`src/rtl/ps2_pkg.sv`:
```
// Shared types and constants for the PS/2 keyboard receiver.
// FSM states, q-word bit positions and frame geometry.
package ps2_pkg;

    typedef enum logic [1:0] {
        ST_IDLE,
        ST_DATA,
        ST_PARITY,
        ST_STOP
    } ps2_state_e;

    localparam int VALID_BIT = 31;
    localparam int OVF_BIT   = 9;
    localparam int ERR_BIT   = 8;
    localparam int FRAME_LEN = 11;

endpackage

```
`src/rtl/sync_fifo.sv`:
```
// Single-clock FIFO with extra-MSB pointers so full and empty differ.
// A pop in the same cycle frees a slot for a push into a full queue.
module sync_fifo #(
    parameter int WIDTH = 8,
    parameter int DEPTH = 16,
    localparam int AW   = $clog2(DEPTH)
) (
    input  logic             clock,
    input  logic             reset,
    input  logic             push,
    input  logic             pop,
    input  logic [WIDTH-1:0] din,
    output logic [WIDTH-1:0] dout,
    output logic             full,
    output logic             empty,
    output logic [AW:0]      count
);

    logic [WIDTH-1:0] mem [DEPTH];
    logic [AW:0]      wr_ptr;
    logic [AW:0]      rd_ptr;
    logic             do_push;
    logic             do_pop;

    assign count   = wr_ptr - rd_ptr;
    assign empty   = (count == '0);
    assign full    = (count == (AW+1)'(DEPTH));
    assign do_pop  = pop && !empty;
    assign do_push = push && (!full || do_pop);
    assign dout    = mem[rd_ptr[AW-1:0]];

    always_ff @(posedge clock or posedge reset) begin
        if (reset) begin
            wr_ptr <= '0;
            rd_ptr <= '0;
        end else begin
            if (do_push) wr_ptr <= wr_ptr + 1'b1;
            if (do_pop)  rd_ptr <= rd_ptr + 1'b1;
        end
    end

    always_ff @(posedge clock) begin
        if (do_push) mem[wr_ptr[AW-1:0]] <= din;
    end

endmodule

```
`src/rtl/ps2_kbd_mmio.sv`:
```
// PS/2 device-to-host receiver with a scan-code FIFO on the MMIO read path.
// q carries valid/ovf/err flags plus the head byte; rd_en pops and clears flags.
module ps2_kbd_mmio
    import ps2_pkg::*;
#(
    parameter int FIFO_DEPTH     = 16,
    parameter int FILTER_LEN     = 4,
    parameter int TIMEOUT_CYCLES = 50000
) (
    input  logic                        clock,
    input  logic                        reset,
    input  logic                        ps2_clk,
    input  logic                        ps2_data,
    input  logic                        rd_en,
    output logic [31:0]                 q,
    output logic [$clog2(FIFO_DEPTH):0] count
);

    localparam int FW = $clog2(FILTER_LEN + 1);
    localparam int TW = $clog2(TIMEOUT_CYCLES + 1);

    logic          clk_s1, clk_s2, dat_s1, dat_s2;
    logic          filt_lvl;
    logic [FW-1:0] filt_cnt;
    logic          filt_hit;
    logic          sample;

    ps2_state_e    state, state_d;
    logic [2:0]    bit_idx, bit_d;
    logic [7:0]    shreg, sh_d;
    logic          par_q, par_d;
    logic [TW-1:0] to_cnt;
    logic          timeout;
    logic          frame_ok, frame_bad;
    logic          ovf, err;

    logic [7:0]    head;
    logic          full, empty;

    always_ff @(posedge clock or posedge reset) begin
        if (reset) begin
            clk_s1 <= 1'b1;
            clk_s2 <= 1'b1;
            dat_s1 <= 1'b1;
            dat_s2 <= 1'b1;
        end else begin
            clk_s1 <= ps2_clk;
            clk_s2 <= clk_s1;
            dat_s1 <= ps2_data;
            dat_s2 <= dat_s1;
        end
    end

    // The level flips on the FILTER_LEN-th consecutive differing sample.
    assign filt_hit = (clk_s2 != filt_lvl) &&
                      (filt_cnt == FW'(FILTER_LEN - 1));
    assign sample   = filt_hit && filt_lvl;

    always_ff @(posedge clock or posedge reset) begin
        if (reset) begin
            filt_lvl <= 1'b1;
            filt_cnt <= '0;
        end else if (clk_s2 == filt_lvl) begin
            filt_cnt <= '0;
        end else if (filt_hit) begin
            filt_lvl <= clk_s2;
            filt_cnt <= '0;
        end else begin
            filt_cnt <= filt_cnt + 1'b1;
        end
    end

    assign timeout = (state != ST_IDLE) &&
                     (to_cnt == TW'(TIMEOUT_CYCLES - 1));

    always_comb begin
        state_d   = state;
        bit_d     = bit_idx;
        sh_d      = shreg;
        par_d     = par_q;
        frame_ok  = 1'b0;
        frame_bad = 1'b0;
        if (sample) begin
            case (state)
                ST_IDLE: begin
                    if (!dat_s2) begin
                        state_d = ST_DATA;
                        bit_d   = 3'd0;
                    end
                end
                ST_DATA: begin
                    sh_d  = {dat_s2, shreg[7:1]};
                    bit_d = bit_idx + 3'd1;
                    if (bit_idx == 3'd7) state_d = ST_PARITY;
                end
                ST_PARITY: begin
                    par_d   = dat_s2;
                    state_d = ST_STOP;
                end
                ST_STOP: begin
                    state_d = ST_IDLE;
                    if (dat_s2 && (^shreg ^ par_q)) frame_ok = 1'b1;
                    else                           frame_bad = 1'b1;
                end
                default: state_d = ST_IDLE;
            endcase
        end else if (timeout) begin
            state_d = ST_IDLE;
        end
    end

    always_ff @(posedge clock or posedge reset) begin
        if (reset) begin
            state   <= ST_IDLE;
            bit_idx <= '0;
            shreg   <= '0;
            par_q   <= 1'b0;
            to_cnt  <= '0;
        end else begin
            state   <= state_d;
            bit_idx <= bit_d;
            shreg   <= sh_d;
            par_q   <= par_d;
            if (sample || state == ST_IDLE) to_cnt <= '0;
            else                            to_cnt <= to_cnt + 1'b1;
        end
    end

    // A same-cycle pop frees the slot, so a full FIFO only overflows without rd_en.
    always_ff @(posedge clock or posedge reset) begin
        if (reset) begin
            ovf <= 1'b0;
            err <= 1'b0;
        end else begin
            if (frame_ok && full && !rd_en) ovf <= 1'b1;
            else if (rd_en)                 ovf <= 1'b0;
            if (frame_bad)  err <= 1'b1;
            else if (rd_en) err <= 1'b0;
        end
    end

    sync_fifo #(
        .WIDTH (8),
        .DEPTH (FIFO_DEPTH)
    ) u_fifo (
        .clock (clock),
        .reset (reset),
        .push  (frame_ok),
        .pop   (rd_en),
        .din   (shreg),
        .dout  (head),
        .full  (full),
        .empty (empty),
        .count (count)
    );

    always_comb begin
        q            = '0;
        q[VALID_BIT] = ~empty;
        q[OVF_BIT]   = ovf;
        q[ERR_BIT]   = err;
        if (!empty) q[7:0] = head;
    end

endmodule

```
`config.mk`:
```
export PLATFORM = sky130hd
export DESIGN_NAME = ps2_kbd_mmio
export DESIGN_NICKNAME = d
export VERILOG_FILES = /design/src/rtl/ps2_pkg.sv /design/src/rtl/sync_fifo.sv /design/src/rtl/ps2_kbd_mmio.sv
export SDC_FILE = /design/constraint.sdc
export NUM_CORES = 1
export LEC_CHECK = 0
export CAP_MARGIN = 10
export CORE_MARGIN = 4
export CORE_UTILIZATION = 30
export CTS_CLUSTER_SIZE = 12
export DETAILED_ROUTE_END_ITERATION = 12
export GPL_ROUTABILITY_DRIVEN = 0
export PLACE_DENSITY = 0.54
export SYNTH_ARGS = -nofsm -noshare
export SYNTH_HDL_FRONTEND = slang
export SYNTH_SLANG_ARGS = --single-unit
```
`constraint.sdc`:
```
create_clock -name clock -period 10.4 [get_ports clock]
set_clock_uncertainty 0.2 [all_clocks]
set_input_delay 2.08 -clock clock [delete_from_list [all_inputs] [get_ports clock]]
set_output_delay 2.08 -clock clock [all_outputs]
set_load 0.02 [all_outputs]
```
==> qor.txt, run 1 <==
top cell type by total area after synthesis: edfxtp_1
hold depth: 0
Slowest-stage cell, CP: clkdlybuf4s50_1
Antenna Cells: 0
worst slew pin tran: 0.821 ns
Setup crit end kind: output port
origin of the worst setup path: u_fifo.rd_ptr[1]$_DFFE_PP0P_
Hold Path Class: reg2reg
CTS max path bufs: 2
fin crit share: 0.575
switch share: 0.279
CP max FO: 36
largest net degree at the start of global routing: 51
min-delay src: dat_s1$_DFF_PP1_
critical path class: reg2out
H-tree Lvls: 4
most frequent cells in the layout: edfxtp_1, dfrtp_1, mux4_2
P_int: 0.00125 W
CTS Hold Bufs: 0
Mapped Area: 0.00768 sq mm
Avg Inst Size Synth: 16.5 sq um
PwrDens: 199 mW/mm^2
DRC: 0
YS warnings: 0
HPWL Detailed: 9450 um
crit start category: register
vias: 3791
P&R area growth vs syn: 13.9%
Max Cap Violations: 0
Min Clock Period, post-route: 5.97 ns
Psw: 0.000485 W
Sum Neg Setup Slack: 0 ns
final wirelength: 13900 um
Mapped Cells: 465
# nets final: 513
Via density: 4.55
crit path cell chain: buf_4, inv_1, fa_1, xor2_1, nor3_2, or4b_1, a21oi_1, buf_4, nor2b_1, clkdlybuf4s50_1
worst vdd ir: 0.0938 mV
crit path buf inv count: 4
library cells used by synthesis: 46
clock tree from TritonCTS: built
unrepaired setup endpoints after global routing: no
Die Footprint: 0.0282 sq mm
cell repeated most along the worst path: buf_4
die extent in y: 168 um
Post-DRT Antenna Nets: 0
Logic pwr share: 0.183
initial cell density of the core: 0.305
commonest non-fill, non-tap cell in the layout: edfxtp_1
DRT iter0 DRCs: 194
CTS clk-pin slew, worst paths: 0.07 ns
Worst path max stage delay: 0.54 ns
CP Depth: 10
core area: 0.0252 sq mm
first-pass GRT wire length: 22900 um
Data required, critical path: 8.12 ns
latest clock arrival within the worst-skew pair: 0.42 ns
antenna violations before repair: 0
P_leak: 3.03 nW
Area contributors post-synth: edfxtp_1, dfrtp_1, mux4_2
die width: 168 um
fraction of layout cells with a size suffix above 1: 0.195
FMAX: 0.167 GHz
Fin. Hold Viols: 0
Wirelength per Cell: 16.7 um
Seq pwr share: 0.454
slew margin rel.: 0.451
top cell type's share of synthesized area: 0.500
DP Area: 0.00816 sq mm
DP Cell Count: 801
Post-CTS Resized: 0
Top delay family on crit path: buffers and inverters
GRT overflow: 0
IO Pins: 42
r2r startpoint: u_fifo.rd_ptr[1]$_DFFE_PP0P_
root buf cell: clkbuf_16
register area share after synthesis: 0.664
crit path DAT: 3.69 ns
Final Non-Filler Cells: 833
Total GRT Usage: 0.104
postcts setup bufs: 0
number of iterations in the first detailed-routing pass: 4
Final Cell Area: 0.00875 sq mm
# rows: 58
clk sinks: 178
number of CTS-inserted buffers: 17
vias in the first global route: 4036
Clock Power Share: 0.363
IO buf count: 20
Worst Reg-to-Reg Cells: 9
Pins Over Slew Limit: 0
setup violators final: 0
Finished Core Util: 0.347
Yosys reg bits: 178
status: finished, final reports clean
==> area by class of cell <==
type | instances | area, sq um
Sequential cell | 178 | 5100
Fill cell | 2373 | 16400
Clock buffer | 17 | 425
Tap cell | 330 | 413
Timing Repair Buffer | 25 | 238
Inverter | 19 | 71.3
Multi-Input combinational cell | 249 | 2340
Clock inverter | 15 | 163
==> cell usage after synthesis (all sizes together) <==
cell,number
nand2b,2
and3b,1
or3,4
buf,28
mux4,40
nor4,1
nor2,20
fa,1
nor2b,14
or4b,2
o211ai,1
edfxtp,128
or2,1
nor3b,2
xnor2,18
nand4,5
nand3,13
xor2,12
clkbuf,11
inv,19
o21ai,12
mux2,9
a21oi,5
nand2,14
and2,2
dfrtp,45
mux2i,2
a21boi,1
ha,17
dfstp,5
a21o,1
xnor3,1
a32o,2
conb,1
and3,16
a211o,1
nor3,6
o21a,1
o22ai,1
==> power groups by stage <==
stage,registers [W],logic [W],clock network [W]
floorplan,0.000793,0.000247,0
CTS,0.000789,0.000328,0.000647
global route,0.000790,0.000347,0.000686
detailed placement,0.000804,0.000327,0
global placement,0.000803,0.000321,0
finish,0.000789,0.000318,0.000631
==> per-layer routing <==
metal / share of wire / up-vias / wire [um] / track usage
met5: 0 / - / 0 / 0
met4: 0.011 / 0 / 160 / 0.0303
met3: 0.028 / 14 / 385 / 0.0249
met2: 0.52 / 49 / 7270 / 0.177
met1: 0.44 / 1968 / 6140 / 0.132
li1: - / 1760 / - / -
==> per-stage QoR <==
stage	setup WS (ns)	hold WS [ns]	total power (W)
CTS	4.36	0.159	0.00176
detailed placement	4.84	0.148	0.00113
floorplan	5.21	0.145	0.00104
global placement	4.92	0.147	0.00112
finish	4.43	0.157	0.00174
global route	4.22	0.160	0.00182
==> worst paths after layout <==
kind	endpoint	slack [ns]
setup / recovery	q[4]	4.43
hold / removal	dat_s2$_DFF_PP1_	0.16
setup reg to reg	u_fifo.mem[11][4]$_DFFE_PP_	6.62
hold reg to reg	dat_s2$_DFF_PP1_	0.16
max in group asynchronous	u_fifo.rd_ptr[0]$_DFFE_PP0P_	7.57
min in group asynchronous	filt_cnt[0]$_DFF_PP0_	1.95
==> state kept, by name, indices dropped and copies added, names as in the netlist <==
name,flops
clk_s1,1
filt_lvl,1
ovf,1
bit_idx,3
clk_s2,1
dat_s2,1
dat_s1,1
to_cnt,16
u_fifo.wr_ptr,5
par_q,1
err,1
filt_cnt,3
state,2
u_fifo.mem,128
u_fifo.rd_ptr,5
shreg,8
==> kinds of logic (layout without fill, tap and decap cells) <==
kind of cell,after synthesis,in the layout,share of synthesized area
DFF,178,178,0.664
and+or+nand+nor,103,103,0.0730
buffers and inverters,58,76,0.0412
muxes,51,51,0.133
xor gates and xnor gates,31,31,0.0381
AOI/OAI and AO/OA,25,25,0.0196
adders and majority gates,18,18,0.0303
other,1,21,0.000488
(Power assumes the default switching activity.)
==> run 2: changes to the inputs <==
Clock period 10.4 ns to 5.8 ns, I/O delays scaled along.
==> run 2 against run 1 <==
Combinational power is 71% higher. Die area stayed put. Cell area hardly changed. Clock-buffer cell count is 1 higher. Total power is 78% higher. Register-to-register slack worse by 4.4 ns.
==> qor.txt, run 2 (synthesis gave the netlist of run 1 again) <==
Slowest-stage cell, CP: clkdlybuf4s50_1
crit start category: register
FF-to-FF End: u_fifo.mem[9][1]$_DFFE_PP_
Total GRT Usage: 0.100 (-0.00353)
P_leak: 3.02 nW (-0.22%)
Worst R2R Setup Slack: 2.24 ns (-4.38 ns)
fin crit share: 0.833
origin of the worst setup path: u_fifo.wr_ptr[0]$_DFFE_PP0P_
vias: 3798 (+0.18%)
vias in the first global route: 4014 (-0.55%)
postcts setup bufs: 0 (unchanged)
WHS: 0.157 ns (-0.000463 ns)
met1 Usage GRT: 0.129 (-0.00386)
crit path DAT: 3.47 ns (-0.22 ns)
DP Cell Count: 801 (unchanged)
# rows: 58 (unchanged)
FMAX: 0.207 GHz
Pins Over Slew Limit: 0 (unchanged)
CTS max path bufs: 2 (unchanged)
Critical Path Sink: q[4]
r2r startpoint: u_fifo.wr_ptr[0]$_DFFE_PP0P_
# nets final: 513 (unchanged)
IO Pins: 42 (unchanged)
clock tree from TritonCTS: built
crit path cell chain: inv_1, ha_1, inv_1, fa_1, xor2_1, nor3_2, or4b_1, a21oi_1, buf_4, nor2b_1, clkdlybuf4s50_1
worst slew pin tran: 0.749 ns (-0.0720 ns)
switch share: 0.277 (-0.00222)
Fin. Hold Viols: 0 (unchanged)
total power: 0.00310 W (+78%)
antenna violations before repair: 0 (unchanged)
critical path class: reg2out
max FFs per register: 128 (unchanged)
DRC: 0 (unchanged)
PwrDens: 354 mW/mm^2 (+78%)
IO buf count: 20 (unchanged)
Worst path max stage delay: 0.54 ns (about the same)
Hold Path Class: reg2reg
number of iterations in the first detailed-routing pass: 4 (unchanged)
Psw: 0.000857 W (+77%)
Fillers: 2363 (-0.42%)
root buf cell: clkbuf_16
setup violators final: 0 (unchanged)
Seq pwr share: 0.457 (+0.003)
latest clock arrival within the worst-skew pair: 0.42 ns (about the same)
die width: 168 um (unchanged)
most frequent cells in the layout: edfxtp_1, dfrtp_1, mux4_2
Max Cap Violations: 0 (unchanged)
Antenna Cells: 0 (unchanged)
M2 GR Usage: 0.169 (-0.00804)
status: finished, final reports clean
Via density: 4.56 (+0.18%)
core area: 0.0252 sq mm (unchanged)
largest net degree at the start of global routing: 51 (unchanged)
Logic pwr share: 0.176 (-0.007)
Die Footprint: 0.0282 sq mm (unchanged)
final wirelength: 13500 um (-3.0%)
fraction of layout cells with a size suffix above 1: 0.195 (unchanged)
first-pass GRT wire length: 22300 um (-2.7%)
Sum Neg Setup Slack: 0 ns (unchanged)
number of CTS-inserted buffers: 17 (unchanged)
CP max FO: 13 (-64%)
Data required, critical path: 4.44 ns (-3.68 ns)
Clock Power Share: 0.367 (+0.004)
Most Used Layer, Global Route: met2
CTS clk-pin slew, worst paths: 0.07 ns (about the same)
Setup crit end kind: output port
slew margin rel.: 0.499 (+0.0481)
Finished Core Util: 0.348 (about the same)
CTS Hold Bufs: 0 (unchanged)
worst vdd ir: 0.180 mV (+91%)
H-tree Lvls: 4 (unchanged)
Post-CTS Resized: 0 (unchanged)
P&R area growth vs syn: 14.0% (about the same)
Wirelength per Cell: 16.2 um (-3.0%)
DRT iter0 DRCs: 245 (+26%)
commonest non-fill, non-tap cell in the layout: edfxtp_1
P_int: 0.00224 W (+79%)
Post-DRT Antenna Nets: 0 (unchanged)
Final Non-Filler Cells: 833 (unchanged)
clk sinks: 178 (unchanged)
cell repeated most along the worst path: inv_1
GR Util met3: 0.0214 (-0.00352)
HPWL Detailed: 9180 um (-2.9%)
GRT overflow: 0 (unchanged)
die extent in y: 168 um (unchanged)
unrepaired setup endpoints after global routing: no
Worst Reg-to-Reg Cells: 10 (+1)
Min Clock Period, post-route: 4.83 ns
initial cell density of the core: 0.305 (unchanged)
-- run 2: layout make-up --
cell class | count | area (sq um) | share of cell area
sequential | 178 | 5100 | 0.583
clock inverter | 14 | 164 | 0.0187
tap | 330 | 413 | 0.0472
inverter | 19 | 71.3 | 0.00815
multi-input combinational | 249 | 2340 | 0.267
clock buffer | 18 | 429 | 0.0490
timing repair buffer | 25 | 238 | 0.0272
-- run 2: worst min path at each step --
| stage | cells past startpoint | endpoint | slack (ns) | start |
|---|---|---|---|---|
| 4_1_cts | 0 | clk_s2$_DFF_PP1_ | 0.16 | clk_s1$_DFF_PP1_ |
| 5_1_grt | 0 | clk_s2$_DFF_PP1_ | 0.16 | clk_s1$_DFF_PP1_ |
| 3_5_place_dp | 0 | clk_s2$_DFF_PP1_ | 0.15 | clk_s1$_DFF_PP1_ |
| 2_1_floorplan | 0 | clk_s2$_DFF_PP1_ | 0.15 | clk_s1$_DFF_PP1_ |
| 3_3_place_gp | 0 | clk_s2$_DFF_PP1_ | 0.15 | clk_s1$_DFF_PP1_ |
| 6_report | 0 | clk_s2$_DFF_PP1_ | 0.16 | clk_s1$_DFF_PP1_ |
-- run 2: worst max-delay path: cells and delay by family, from the launching register on --
family | cells | cell delay [ns]
fa+ha+maj | 2 | 0.61
simple gates | 3 | 0.70
flops | 1 | 0.41
compound gates | 1 | 0.17
xor+xnor | 1 | 0.19
buf+inv | 4 | 0.99
-- run 2: layer usage --
layer | vias up | routed length [um]
li1 | 1750 | -
met1 | 1958 | 5900
met2 | 76 | 6910
met3 | 14 | 550
met4 | 0 | 178
met5 | - | 0
-- run 2: power groups by stage --
| stage | sequential (W) | combinational [W] | clock, W |
|---|---|---|---|
| global placement | 0.00144 | 0.000560 | 0 |
| finish | 0.00141 | 0.000545 | 0.00114 |
| detailed placement | 0.00144 | 0.000564 | 0 |
| CTS | 0.00141 | 0.000567 | 0.00116 |
| global route | 0.00142 | 0.000605 | 0.00123 |
| floorplan | 0.00142 | 0.000434 | 0 |
-- run 2: through the flow --
stage | instance area [sq um] | setup slack [ns]
detailed placement | 8160 | 1.40
floorplan | 7750 | 1.53
global placement | 8160 | 1.48
global route | 8750 | 0.681
CTS | 8750 | 0.913
finish | 8750 | 0.967
